===== src/rtl/controle_pkg.sv =====
// Shared types and constants for the Horner-rule controller of the operativo datapath.
// The optional clear step is enabled by the CONTROLE_CLR_EN macro.
package controle_pkg;

    typedef enum logic [2:0] {
        IDLE  = 3'd0,
        LOADX = 3'd1,
        CLR   = 3'd2,
        MUL1  = 3'd3,
        ADD1  = 3'd4,
        MUL2  = 3'd5,
        ADD2  = 3'd6,
        DONE  = 3'd7
    } state_e;

    // m0: constant mux
    localparam logic [1:0] SEL_ZERO   = 2'd0;
    localparam logic [1:0] SEL_A      = 2'd1;
    localparam logic [1:0] SEL_B      = 2'd2;
    localparam logic [1:0] SEL_C      = 2'd3;

    // m1: ULA operand 1
    localparam logic [1:0] SEL1_OUTM0 = 2'd0;
    localparam logic [1:0] SEL1_X     = 2'd1;
    localparam logic [1:0] SEL1_S     = 2'd2;
    localparam logic [1:0] SEL1_H     = 2'd3;

    // m2: ULA operand 2
    localparam logic [1:0] SEL2_X     = 2'd0;
    localparam logic [1:0] SEL2_OUTM0 = 2'd1;
    localparam logic [1:0] SEL2_S     = 2'd2;
    localparam logic [1:0] SEL2_H     = 2'd3;

    localparam logic OP_ADD = 1'b0;
    localparam logic OP_MUL = 1'b1;

    typedef struct packed {
        logic       lx;
        logic [1:0] m0;
        logic [1:0] m1;
        logic [1:0] m2;
        logic       h;
        logic       ls;
        logic       lh;
        logic       done;
        logic       busy;
    } ctrl_t;

    localparam ctrl_t CTRL_IDLE = '0;

endpackage


===== src/rtl/controle.sv =====
// Moore controller stepping operativo through S = ((A*X) + B)*X + C.
// Define CONTROLE_CLR_EN to insert a CLR step that zeroes RegS after LOADX.
module controle
    import controle_pkg::*;
(
    input  logic       ck,
    input  logic       rst,
    input  logic       start,
    input  logic       abort,
    output logic       lx,
    output logic [1:0] m0,
    output logic [1:0] m1,
    output logic [1:0] m2,
    output logic       h,
    output logic       ls,
    output logic       lh,
    output logic       done,
    output logic       busy
);

`ifdef CONTROLE_CLR_EN
    localparam state_e AFTER_LOADX = CLR;
`else
    localparam state_e AFTER_LOADX = MUL1;
`endif

    state_e state_q, state_d;
    ctrl_t  ctrl_q, ctrl_d;

    // Encodings that are not a live state (CLR when the clear step is absent) decode as IDLE.
    function automatic ctrl_t decode(input state_e s);
        ctrl_t c;
        c = CTRL_IDLE;
        case (s)
            LOADX: begin
                c.lx   = 1'b1;
                c.busy = 1'b1;
            end
`ifdef CONTROLE_CLR_EN
            CLR: begin
                c.m0   = SEL_ZERO;
                c.m1   = SEL1_OUTM0;
                c.m2   = SEL2_OUTM0;
                c.h    = OP_ADD;
                c.ls   = 1'b1;
                c.busy = 1'b1;
            end
`endif
            MUL1: begin
                c.m0   = SEL_A;
                c.m1   = SEL1_OUTM0;
                c.m2   = SEL2_X;
                c.h    = OP_MUL;
                c.lh   = 1'b1;
                c.busy = 1'b1;
            end
            ADD1: begin
                c.m0   = SEL_B;
                c.m1   = SEL1_H;
                c.m2   = SEL2_OUTM0;
                c.h    = OP_ADD;
                c.lh   = 1'b1;
                c.busy = 1'b1;
            end
            MUL2: begin
                c.m0   = SEL_ZERO;
                c.m1   = SEL1_H;
                c.m2   = SEL2_X;
                c.h    = OP_MUL;
                c.lh   = 1'b1;
                c.busy = 1'b1;
            end
            ADD2: begin
                c.m0   = SEL_C;
                c.m1   = SEL1_H;
                c.m2   = SEL2_OUTM0;
                c.h    = OP_ADD;
                c.ls   = 1'b1;
                c.busy = 1'b1;
            end
            DONE: begin
                c.done = 1'b1;
                c.busy = 1'b1;
            end
            default: c = CTRL_IDLE;
        endcase
        return c;
    endfunction

    always_comb begin
        // NOTE: default next-state first so every path assigns it and no latch is inferred.
        state_d = state_q;
        case (state_q)
            IDLE:    if (start) state_d = LOADX;
            LOADX:   state_d = abort ? IDLE : AFTER_LOADX;
`ifdef CONTROLE_CLR_EN
            CLR:     state_d = abort ? IDLE : MUL1;
`endif
            MUL1:    state_d = abort ? IDLE : ADD1;
            ADD1:    state_d = abort ? IDLE : MUL2;
            MUL2:    state_d = abort ? IDLE : ADD2;
            ADD2:    state_d = abort ? IDLE : DONE;
            DONE:    state_d = IDLE;
            default: state_d = IDLE;
        endcase
        // Outputs are registered from the next state, so they stay a pure function of state_q.
        ctrl_d = decode(state_d);
    end

    // NOTE: sequential state uses non-blocking assignments so all registers update together.
    always_ff @(posedge ck or negedge rst) begin
        if (!rst) begin
            state_q <= IDLE;
            ctrl_q  <= CTRL_IDLE;
        end else begin
            state_q <= state_d;
            ctrl_q  <= ctrl_d;
        end
    end

    assign lx   = ctrl_q.lx;
    assign m0   = ctrl_q.m0;
    assign m1   = ctrl_q.m1;
    assign m2   = ctrl_q.m2;
    assign h    = ctrl_q.h;
    assign ls   = ctrl_q.ls;
    assign lh   = ctrl_q.lh;
    assign done = ctrl_q.done;
    assign busy = ctrl_q.busy;

endmodule


===== config.mk =====
export PLATFORM = sky130hd
export DESIGN_NAME = controle
export DESIGN_NICKNAME = d
export VERILOG_FILES = /design/src/rtl/controle_pkg.sv /design/src/rtl/controle.sv
export SDC_FILE = /design/constraint.sdc
export NUM_CORES = 1
export LEC_CHECK = 0
export CORE_AREA = 2 2 40 42
export CTS_BUF_LIST = sky130_fd_sc_hd__clkbuf_4
export DETAILED_ROUTE_END_ITERATION = 8
export DIE_AREA = 0 0 42 44
export PLACE_DENSITY = 0.71
export SYNTH_ARGS = -nofsm -noshare
export SYNTH_HDL_FRONTEND = slang
export SYNTH_SLANG_ARGS = --single-unit

===== constraint.sdc =====
create_clock -name ck -period 3.3 [get_ports ck]
set_clock_uncertainty 0.2 [all_clocks]
set_input_delay 0.66 -clock ck [delete_from_list [all_inputs] [get_ports ck]]
set_output_delay 0.66 -clock ck [all_outputs]
set_load 0.005 [all_outputs]

==> run summary, run 1 <==
Status: complete, no violations
Worst-path clk slew: 70 ps
Crit-path max FO: 2
Port Buffers: 14
Minimum clock period: 1990 ps
Yosys top cell area share: 57.0%
Top cells by area, synth: dfrtp_1 57%, a21oi_1 4.8%, buf_4 4.3%
LEAKAGE: 0.290 nW
PnR worst setup slack: 1310 ps
Drt drc: 0
Setup WS pre-CTS: 1150 ps
Syn Nets: 49
Total negative slack: 0 ps
Row Count: 14
Rel. slew slack: 66.4%
Core Region: 1420 µm²
Layout Cells excl Fill: 72
Part of the cycle the worst path needs: 60.2%
Gr usage total: 10.2%
DRT antenna net count: 0
Yosys reg bits: 12
Measured slew at the worst slew-check pin: 503 ps
Via count: 352
Layout cells sized above 1: 12.5%
PostCTS Resize Cnt: 0
Placed cell count: 68
Largest delay share family, worst path: buffers and inverters
Drt pass-1 iters: 1
DIE AREA: 1850 µm²
WP data required: 2440 ps
Max Cap Violations: 0
# setup viols final: 0
Synthesis warning total: 0
Hold Crit Class: register to register
Vias in the first global route: 309
Diode count: 0
Slowest stage cell, crit path: clkdlybuf4s50_1
Synth area leader: dfrtp_1
Power Total: 0.455 mW
CTS buffer count: 3
Placer Congestion: 0.704
Peak supply drop: 275 µV
Worst path cell trace: clkdlybuf4s50_1
Hold-fix buffers, CTS: 0
Io pins: 16
First-pass GRT wire length: 1.31 mm
Die Span X: 42 µm
Critical Path Start Type: register
Seq/Total Area, Yosys: 57.0%
Flop2flop setup slack: 1800 ps
Antenna violations before repair: 0
Sink Count: 12
Drt initial violations: 0
RSZ-0062 raised after global routing: false
Synthesized cell area: 527 µm²
Area growth from synthesis to layout: 26.6%
Clk_lat worst skew: 280 ps
Post-CTS setup buffer count: 0
Max incr delay on CP: 500 ps
Gate Count Post-Synth: 45
Drt wl/cell: 10.9 µm
Endpoint class of the critical path: output port
Final nets: 61
Largest net degree at the start of global routing: 14
Die Height: 44 µm
Placed inst area: 641 µm²
Grt ovf: 0
Initial Util: 37.1%
DRT Wirelength: 783 µm
FMAX: 504 MHz
Yosys cell types: 22
CTS max path bufs: 2
Final hold viol count: 0
Mean Syn Cell Area: 11.7 µm²
WS Path Type: register to output port
Slew Viols, Final: 0
Root Buffer: clkbuf_4
CTS tree: built
Pwr/cell area: 683 nW/µm²
DR vias/cell: 4.89
Crit path buf inv count: 1
Finished Cell Area: 667 µm²
Crit path DAT: 1130 ps
H-tree depth: 1
-- metal layers --
layer  GRT usage (%)  wire length, µm  vias to the layer above
met5               0                0                        -
met4            9.68               25                        0
met3            4.17               55                        3
met2            13.1              337                       12
met1            12.7              364                      168
li1                -                -                      169
-- area by class of cell --
cell class                      count  area (µm²)
Tap cell                           16        20.0
Clock inverter                      1        3.75
Fill cell                         125         752
Sequential cell                    12         300
Clock buffer                        3        22.5
Timing Repair Buffer               14         140
Multi-Input combinational cell     25         176
Inverter                            1        3.75
-- cell usage after synthesis --
| library cell | count |
|---|---|
| dfrtp_1 | 12 |
| a21bo_2 | 1 |
| or3b_1 | 1 |
| or4b_4 | 1 |
| a21oi_1 | 5 |
| nor2_1 | 2 |
| nand3b_1 | 2 |
| nor3b_1 | 1 |
| nand2b_1 | 2 |
| and2_1 | 1 |
| buf_4 | 3 |
| conb_1 | 1 |
| clkbuf_1 | 2 |
| buf_6 | 1 |
| buf_2 | 1 |
| o311ai_1 | 1 |
| inv_1 | 1 |
| or2b_1 | 3 |
| nor3_1 | 1 |
| xnor2_1 | 1 |
| o211ai_2 | 1 |
| or3b_2 | 1 |
-- cells in the final DEF, fill, tap and decap left out --
cell type and n:
or4b_4 1, nor2_1 2, clkbuf_4 3, o211ai_2 1, nor3b_1 1, dfrtp_1 12
conb_1 1, nand2b_1 2, or2b_1 3, or3b_2 1, xnor2_1 1, nand3b_1 2
clkinv_1 1, a21bo_2 1, clkdlybuf4s50_1 14, nor3_1 1, o311ai_1 1, inv_1 1
a21oi_1 5, or3b_1 1, and2_1 1
-- path summary, 6_finish.rpt --
kind / end / from / cells past startpoint
worst max register to register: state_q[0] / state_q[1] / 2
min in group asynchronous: state_q[2] / rst / 1
worst min register to register: m0[0] / state_q[1] / 1
worst max-delay path: m0[1] / m2[0] / 1
max in group asynchronous: ls / rst / 1
worst min-delay path: m0[0] / state_q[1] / 1
-- logic make-up (layout without fill, tap and decap cells) --
logic type                count (synthesis)  after routing  synth area share [%]
DFF                                      12             12                  57.0
xor gates and xnor gates                  1              1                  1.66
and+or+nand+nor                          15             15                  20.4
other                                     1              1                 0.712
AOI/OAI and AO/OA                         8              8                  10.7
buffers and inverters                     8             19                  9.50
-- power by group --
part | total [mW] | switching [mW] | internal, mW
Clock | 0.0926 | 0.0487 | 0.0439
Combinational | 0.142 | 0.0452 | 0.0967
Sequential | 0.221 | 0.0376 | 0.183
Total | 0.455 | 0.131 | 0.324
-- state kept, by name, summed over array words and instances, names as in the netlist --
name,flops
lx,1
done,1
m2,1
state_q,3
m0,1
h,1
m1,1
lh,1
ls,1
busy,1
-- through the flow --
step | hold WS, ps | utilization (%)
2_1_floorplan | 164 | -
3_3_place_gp | 457 | 45.1
3_5_place_dp | 471 | 45.1
4_1_cts | 488 | 47.0
5_1_grt | 536 | 47.0
6_report | 486 | 47.0
(Power assumes the default switching activity.)
==> run 2, diff against run 1 <==
Settings changed: PLACE_DENSITY 0.71 to 0.74.
Clock period 3.3 ns to 1.7 ns, I/O delays scaled along.
==> run 2 against run 1 <==
  * Power increased by 94%
  * First-iteration DRC count increased by 1
  * Via count increased by 1.1%
  * Largest power group unchanged
  * Sequential share of layout area decreased by 0.91 points
  * Critical endpoint is now m1[0]
  * Register-to-register slack got worse by 1600 ps
  * Critical path depth unchanged
  * Non-clock buffer count increased by 2
  * Die area unchanged
  * Clock power increased by 78%
  * Worst setup slack got worse by 1300 ps
==> run summary, run 2 (same netlist as run 1, synthesis figures left out) <==
Largest net degree at the start of global routing: 13 (was 14)
Drt pass-1 iters: 2 (was 1)
Critical Path Start Type: register (unchanged)
First-pass GRT wire length: 1.48 mm (was 1.31 mm)
Rel. slew slack: 66.1% (was 66.4%)
Total negative slack: 0 ps (unchanged)
Die Span X: 42 µm (unchanged)
Io pins: 16 (unchanged)
Wire length on met3: 50 µm (was 55 µm)
Slew Viols, Final: 0 (unchanged)
FMAX: 609 MHz
Crit path buf inv count: 1 (unchanged)
Measured slew at the worst slew-check pin: 507 ps (was 503 ps)
Detail Placement HPWL: 605 µm
DRT Wirelength: 851 µm (was 783 µm)
Peak supply drop: 504 µV (was 275 µV)
Layout cells sized above 1: 15.8% (was 12.5%)
Part of the cycle the worst path needs: 96.5%
Pwr/cell area: 1300 nW/µm² (was 683 nW/µm²)
Diode count: 0 (unchanged)
Commonest non-fill, non-tap cell in the layout: clkdlybuf4s50_1 (unchanged)
Initial Util: 37.1% (unchanged)
Max Cap Violations: 0 (unchanged)
WP data required: 1160 ps (was 2440 ps)
Worst path cell trace: clkdlybuf4s50_1 (unchanged)
Max FFs per register: 3 (unchanged)
Largest delay share family, worst path: buffers and inverters (unchanged)
Slowest stage cell, crit path: clkdlybuf4s50_1 (unchanged)
Core Region: 1420 µm² (unchanged)
Flop2flop setup slack: 250 ps (was 1800 ps)
Vias in the first global route: 343 (was 309)
Most flop-heavy register: state_q (unchanged)
Drt drc: 0 (unchanged)
Wl on met1: 386 µm (was 364 µm)
Worst-path clk slew: 70 ps (about the same)
Placer Congestion: 0.695 (was 0.704)
Port Buffers: 14 (unchanged)
Antenna violations before repair: 0 (unchanged)
# setup viols final: 0 (unchanged)
Hold Crit Class: primary input to asynchronous set/reset pin (was register to register)
Max incr delay on CP: 500 ps (about the same)
Root Buffer: clkbuf_4 (unchanged)
Row Count: 14 (unchanged)
Crit path DAT: 1100 ps (was 1130 ps)
H-tree depth: 1 (unchanged)
Final nets: 63 (was 61)
Via count: 356 (was 352)
CTS tree: built (unchanged)
Power Total: 0.882 mW (was 0.455 mW)
DR vias/cell: 4.88 (was 4.89)
R2r startpoint: state_q[0] (was state_q[1])
DIE AREA: 1850 µm² (unchanged)
Final hold viol count: 0 (unchanged)
WS Path Type: register to output port (unchanged)
Wire length on met2: 401 µm (was 337 µm)
Top Metal Used: met4 (unchanged)
DRT antenna net count: 0 (unchanged)
Crit-path max FO: 2 (unchanged)
Endpoint class of the critical path: output port (unchanged)
Gr usage total: 11.8% (was 10.2%)
RSZ-0062 raised after global routing: false (unchanged)
Status: complete, no violations (unchanged)
Commonest cells after routing, fill and taps aside: 13 x clkdlybuf4s50_1, 12 x dfrtp_1, 5 x a21oi_1, 3 x or2b_1, 3 x clkbuf_4 (was 14 x clkdlybuf4s50_1, 12 x dfrtp_1, 5 x a21oi_1, 3 x or2b_1, 3 x clkbuf_4)
Sink Count: 12 (unchanged)
Placed inst area: 656 µm² (was 641 µm²)
Area growth from synthesis to layout: 29.2% (was 26.6%)
Clk_lat worst skew: 260 ps (was 280 ps)
Grt ovf: 0 (unchanged)
CP Launch Point: m1[0] (was m2[0])
Die Height: 44 µm (unchanged)
Drt wl/cell: 11.7 µm (was 10.9 µm)
LEAKAGE: 0.317 nW (was 0.290 nW)
CTS max path bufs: 2 (unchanged)
Drt initial violations: 1 (was 0)
Finished Cell Area: 681 µm² (was 667 µm²)
Hold slack: 212 ps (was 486 ps)
CTS buffer count: 3 (unchanged)
Minimum clock period: 1640 ps
run 2: cell types whose count changed in the layout (fill, tap and decap cells not counted), sizes merged:
cell,change
buf,+2
clkdlybuf4s50,-1
clkinv,-1
dlymetal6s2s,+1
run 2: final timing paths:
check / to / depth (start not counted)
min reg2reg: m0[0] / 1
max in group asynchronous: m0[0] / 1
min: ls / 1
max: m1[0] / 1
max reg2reg: state_q[0] / 2
min in group ck: m0[0] / 1
run 2: cell type report:
cell class / instances / area [µm²]
fillers: 134 / 738
flip-flops and latches: 12 / 300
multi-input cells: 25 / 176
repair buffers: 16 / 158
clock buffers: 3 / 22.5
well taps: 16 / 20.0
inverters: 1 / 3.75
run 2: power breakdown:
part           switching, mW  total, mW  internal, mW
clock                 0.0831      0.165        0.0818
combinational         0.0973      0.294         0.196
sequential            0.0667      0.423         0.356
total                  0.247      0.882         0.634
run 2: through the flow:
stage	utilization [%]	setup WS, ps	cells
detailed placement	46.2	0.503	70
finish	48.0	59.2	73
global placement	46.2	22.5	70
CTS	47.8	38.4	73
global route	48.0	5.92	73
floorplan	-	302	45
run 2: timing repair:
action                     CTS  global route
hold buffers                 0             0
resized for setup            0             1
setup endpoints to repair    0             1
setup buffers                0             0
run 2: routing by layer:
metal	global-route usage [%]	vias up
met5	0	-
li1	-	171
met3	5.42	2
met1	12.6	172
met4	11.6	0
met2	16.9	11
run 2: worst register-to-register path, stage by stage, from the launching register on:
cell      delay, ps
dfrtp_1         480
or4b_4          590
o311ai_1         90
==> run 3, diff against run 2 <==
Settings changed: ABC_AREA set to 1, CORE_AREA 2 2 40 42 to 2 2 39 41, DIE_AREA 0 0 42 44 to 0 0 41 43.
==> run 3 against run 2 <==
  * First-iteration DRC count grew 100%
  * Maximum frequency is 0.48% lower
  * Synthesized cell count grew 8.9%
  * Power down 1.0%
  * Sequential share of layout area grew 2.7 points
  * Clock power increased by 8%
  * Final cell count up 8.2%
  * Register-to-register slack gained 210 ps
  * Critical path type unchanged
==> run summary, run 3 <==
RSZ-0062 raised after global routing: false (unchanged)
H-tree depth: 1 (unchanged)
Crit Reg-Reg Endpoint: busy (was state_q[0])
Sink Count: 12 (unchanged)
Placed inst area: 613 µm² (was 656 µm²)
Yosys reg bits: 12 (unchanged)
Root Buffer: clkbuf_4 (unchanged)
Worst-path clk slew: 70 ps (about the same)
DRT antenna net count: 0 (unchanged)
Count leader, synth: dfrtp_1 (unchanged)
Initial Util: 35.2% (was 37.1%)
Row Count: 14 (unchanged)
Commonest cells after routing, fill and taps aside: 13 x clkdlybuf4s50_1, 12 x dfrtp_1, 9 x nand2_1, 7 x nand3_1, 5 x inv_1 (was 13 x clkdlybuf4s50_1, 12 x dfrtp_1, 5 x a21oi_1, 3 x or2b_1, 3 x clkbuf_4)
Seq/Total Area, Yosys: 61.7% (was 57.0%)
DIE AREA: 1760 µm² (was 1850 µm²)
Placer Congestion: 0.770 (was 0.695)
Synth area leader: dfrtp_1 (unchanged)
Die Span X: 41 µm (was 42 µm)
Top Metal Used: met4 (unchanged)
PostCTS Resize Cnt: 0 (unchanged)
Rel. slew slack: 65.4% (was 66.1%)
DRT Wirelength: 750 µm (was 851 µm)
Antenna violations before repair: 0 (unchanged)
Vias in the first global route: 298 (was 343)
Top cells by area, synth: dfrtp_1 62%, nand3_1 7.2%, nand2_1 6.9% (was dfrtp_1 57%, a21oi_1 4.8%, buf_4 4.3%)
Crit path buf inv count: 1 (unchanged)
Gr usage total: 10.1% (was 11.8%)
CP Launch Point: m1[0] (unchanged)
Diode count: 0 (unchanged)
R2r startpoint: state_q[0] (unchanged)
Drt wl/cell: 9.49 µm (was 11.7 µm)
Mean Syn Cell Area: 9.93 µm² (was 11.7 µm²)
Via count: 363 (was 356)
Port Buffers: 14 (unchanged)
Commonest non-fill, non-tap cell in the layout: clkdlybuf4s50_1 (unchanged)
Most flop-heavy register: state_q (unchanged)
Largest delay share family, worst path: buffers and inverters (unchanged)
Clk_lat worst skew: 270 ps (was 260 ps)
DR vias/cell: 4.59 (was 4.88)
Total negative slack: 0 ps (unchanged)
WS Path Type: register to output port (unchanged)
Largest family of logic cells by synthesized area: simple AND/OR/NAND/NOR gates (unchanged)
Peak supply drop: 643 µV (was 504 µV)
CTS buffer count: 3 (unchanged)
First-pass GRT wire length: 1.08 mm (was 1.48 mm)
Final hold viol count: 0 (unchanged)
Wire length on met2: 367 µm (was 401 µm)
Finished Cell Area: 642 µm² (was 681 µm²)
Flop2flop setup slack: 460 ps (was 250 ps)
Area growth from synthesis to layout: 31.9% (was 29.2%)
Slowest stage cell, crit path: clkdlybuf4s50_1 (unchanged)
WP data required: 1160 ps (about the same)
Crit path DAT: 1110 ps (was 1100 ps)
Simple-gate portion of the synthesized area: 24.4% (was 20.4%)
Worst path cell trace: clkdlybuf4s50_1 (unchanged)
CTS tree: built (unchanged)
Synthesis warning total: 0 (unchanged)
Part of the cycle the worst path needs: 97.0% (was 96.5%)
Hold Crit Class: primary input to asynchronous set/reset pin (unchanged)
Post-CTS setup buffer count: 0 (unchanged)
Synth Area in XOR/XNOR: 0% (was 1.66%)
R2R cell count: 5 (was 2)
Adder-cell area share of the yosys netlist: 0% (unchanged)
CP Capture Point: m1[0] (unchanged)
# setup viols final: 0 (unchanged)
Io pins: 16 (unchanged)
Max incr delay on CP: 490 ps (was 500 ps)
Hold-fix buffers, CTS: 0 (unchanged)
Yosys top cell area share: 61.7% (was 57.0%)
Endpoint class of the critical path: output port (unchanged)
Drt drc: 0 (unchanged)
Yosys cell types: 13 (was 22)
Critical Path Start Type: register (unchanged)
Mux share of post-synthesis cell area: 0% (unchanged)
Max FFs per register: 3 (unchanged)
Ys flop type: dfrtp_1 (unchanged)
Layout cells sized above 1: 12.7% (was 15.8%)
Levels on crit path: 1 (unchanged)
Syn Nets: 53 (was 49)
Die Height: 43 µm (was 44 µm)
Post-synth top cells: 12 x dfrtp_1, 9 x nand2_1, 7 x nand3_1 (was 12 x dfrtp_1, 5 x a21oi_1, 3 x buf_4, 3 x or2b_1)
Drt pass-1 iters: 2 (unchanged)
LEAKAGE: 0.364 nW (was 0.317 nW)
Minimum clock period: 1650 ps (was 1640 ps)
Pwr/cell area: 1360 nW/µm² (was 1300 nW/µm²)
Core Region: 1380 µm² (was 1420 µm²)
Wl on met1: 286 µm (was 386 µm)
Crit-path max FO: 2 (unchanged)
Status: complete, no violations (unchanged)
Detail Placement HPWL: 564 µm (was 605 µm)
Grt ovf: 0 (unchanged)
Slew Viols, Final: 0 (unchanged)
Measured slew at the worst slew-check pin: 517 ps (was 507 ps)
Largest net degree at the start of global routing: 13 (unchanged)
Drt initial violations: 2 (was 1)
Synthesized cell area: 487 µm² (was 527 µm²)
Max Cap Violations: 0 (unchanged)
Post-synthesis async set-or-reset flop share: 100% (unchanged)
FMAX: 607 MHz (was 609 MHz)
Final nets: 68 (was 63)
Post-synthesis compound-gate area fraction: 0% (was 10.7%)
Post-synth EDFFs: 0 (unchanged)
Wire length on met3: 66 µm (was 50 µm)
CTS max path bufs: 2 (unchanged)
Gate Count Post-Synth: 49 (was 45)
run 3: cell families after synthesis:
group,count (synthesis)
simple gates,24
other cells,1
flops,12
buf+inv,12
run 3: per-layer routing:
metal  up-vias  GRT usage [%]
met1       165           9.09
met5         -              0
met2        16           15.0
met4         0           12.0
li1        179              -
met3         3           3.14
run 3: area by class of cell:
cell class / count / area (µm²)
Fill cell: 136 / 742
Clock inverter: 1 / 3.75
Timing Repair Buffer: 14 / 143
Tap cell: 16 / 20.0
Inverter: 8 / 30.0
Clock buffer: 3 / 22.5
Multi-Input combinational cell: 25 / 123
Sequential cell: 12 / 300
run 3: report_power, final:
group	total [mW]	leakage (nW)	switching [mW]	internal [mW]
clock network	0.178	0.0154	0.0925	0.0851
logic	0.270	0.189	0.116	0.155
registers	0.424	0.160	0.0625	0.362
total	0.872	0.364	0.271	0.602
run 3: how the worst min path moves through the flow:
stage | from | end | depth (start not counted)
5_1_grt | rst | lh | 1
6_report | rst | lh | 1
3_3_place_gp | state_q[1] | done | 2
3_5_place_dp | state_q[1] | done | 2
2_1_floorplan | rst | busy | 0
4_1_cts | rst | lh | 1
run 3: through the flow:
step | hold slack (ps) | std cells | util, % | setup slack (ps) | total power, mW
floorplan | -156 | 49 | - | 600 | 0.579
global placement | 389 | 75 | 44.3 | 161 | 0.695
detailed placement | 392 | 75 | 44.3 | 137 | 0.704
CTS | 219 | 79 | 46.2 | 38.7 | 0.885
global route | 247 | 79 | 46.4 | 3.36 | 0.931
finish | 205 | 79 | 46.4 | 51.3 | 0.872
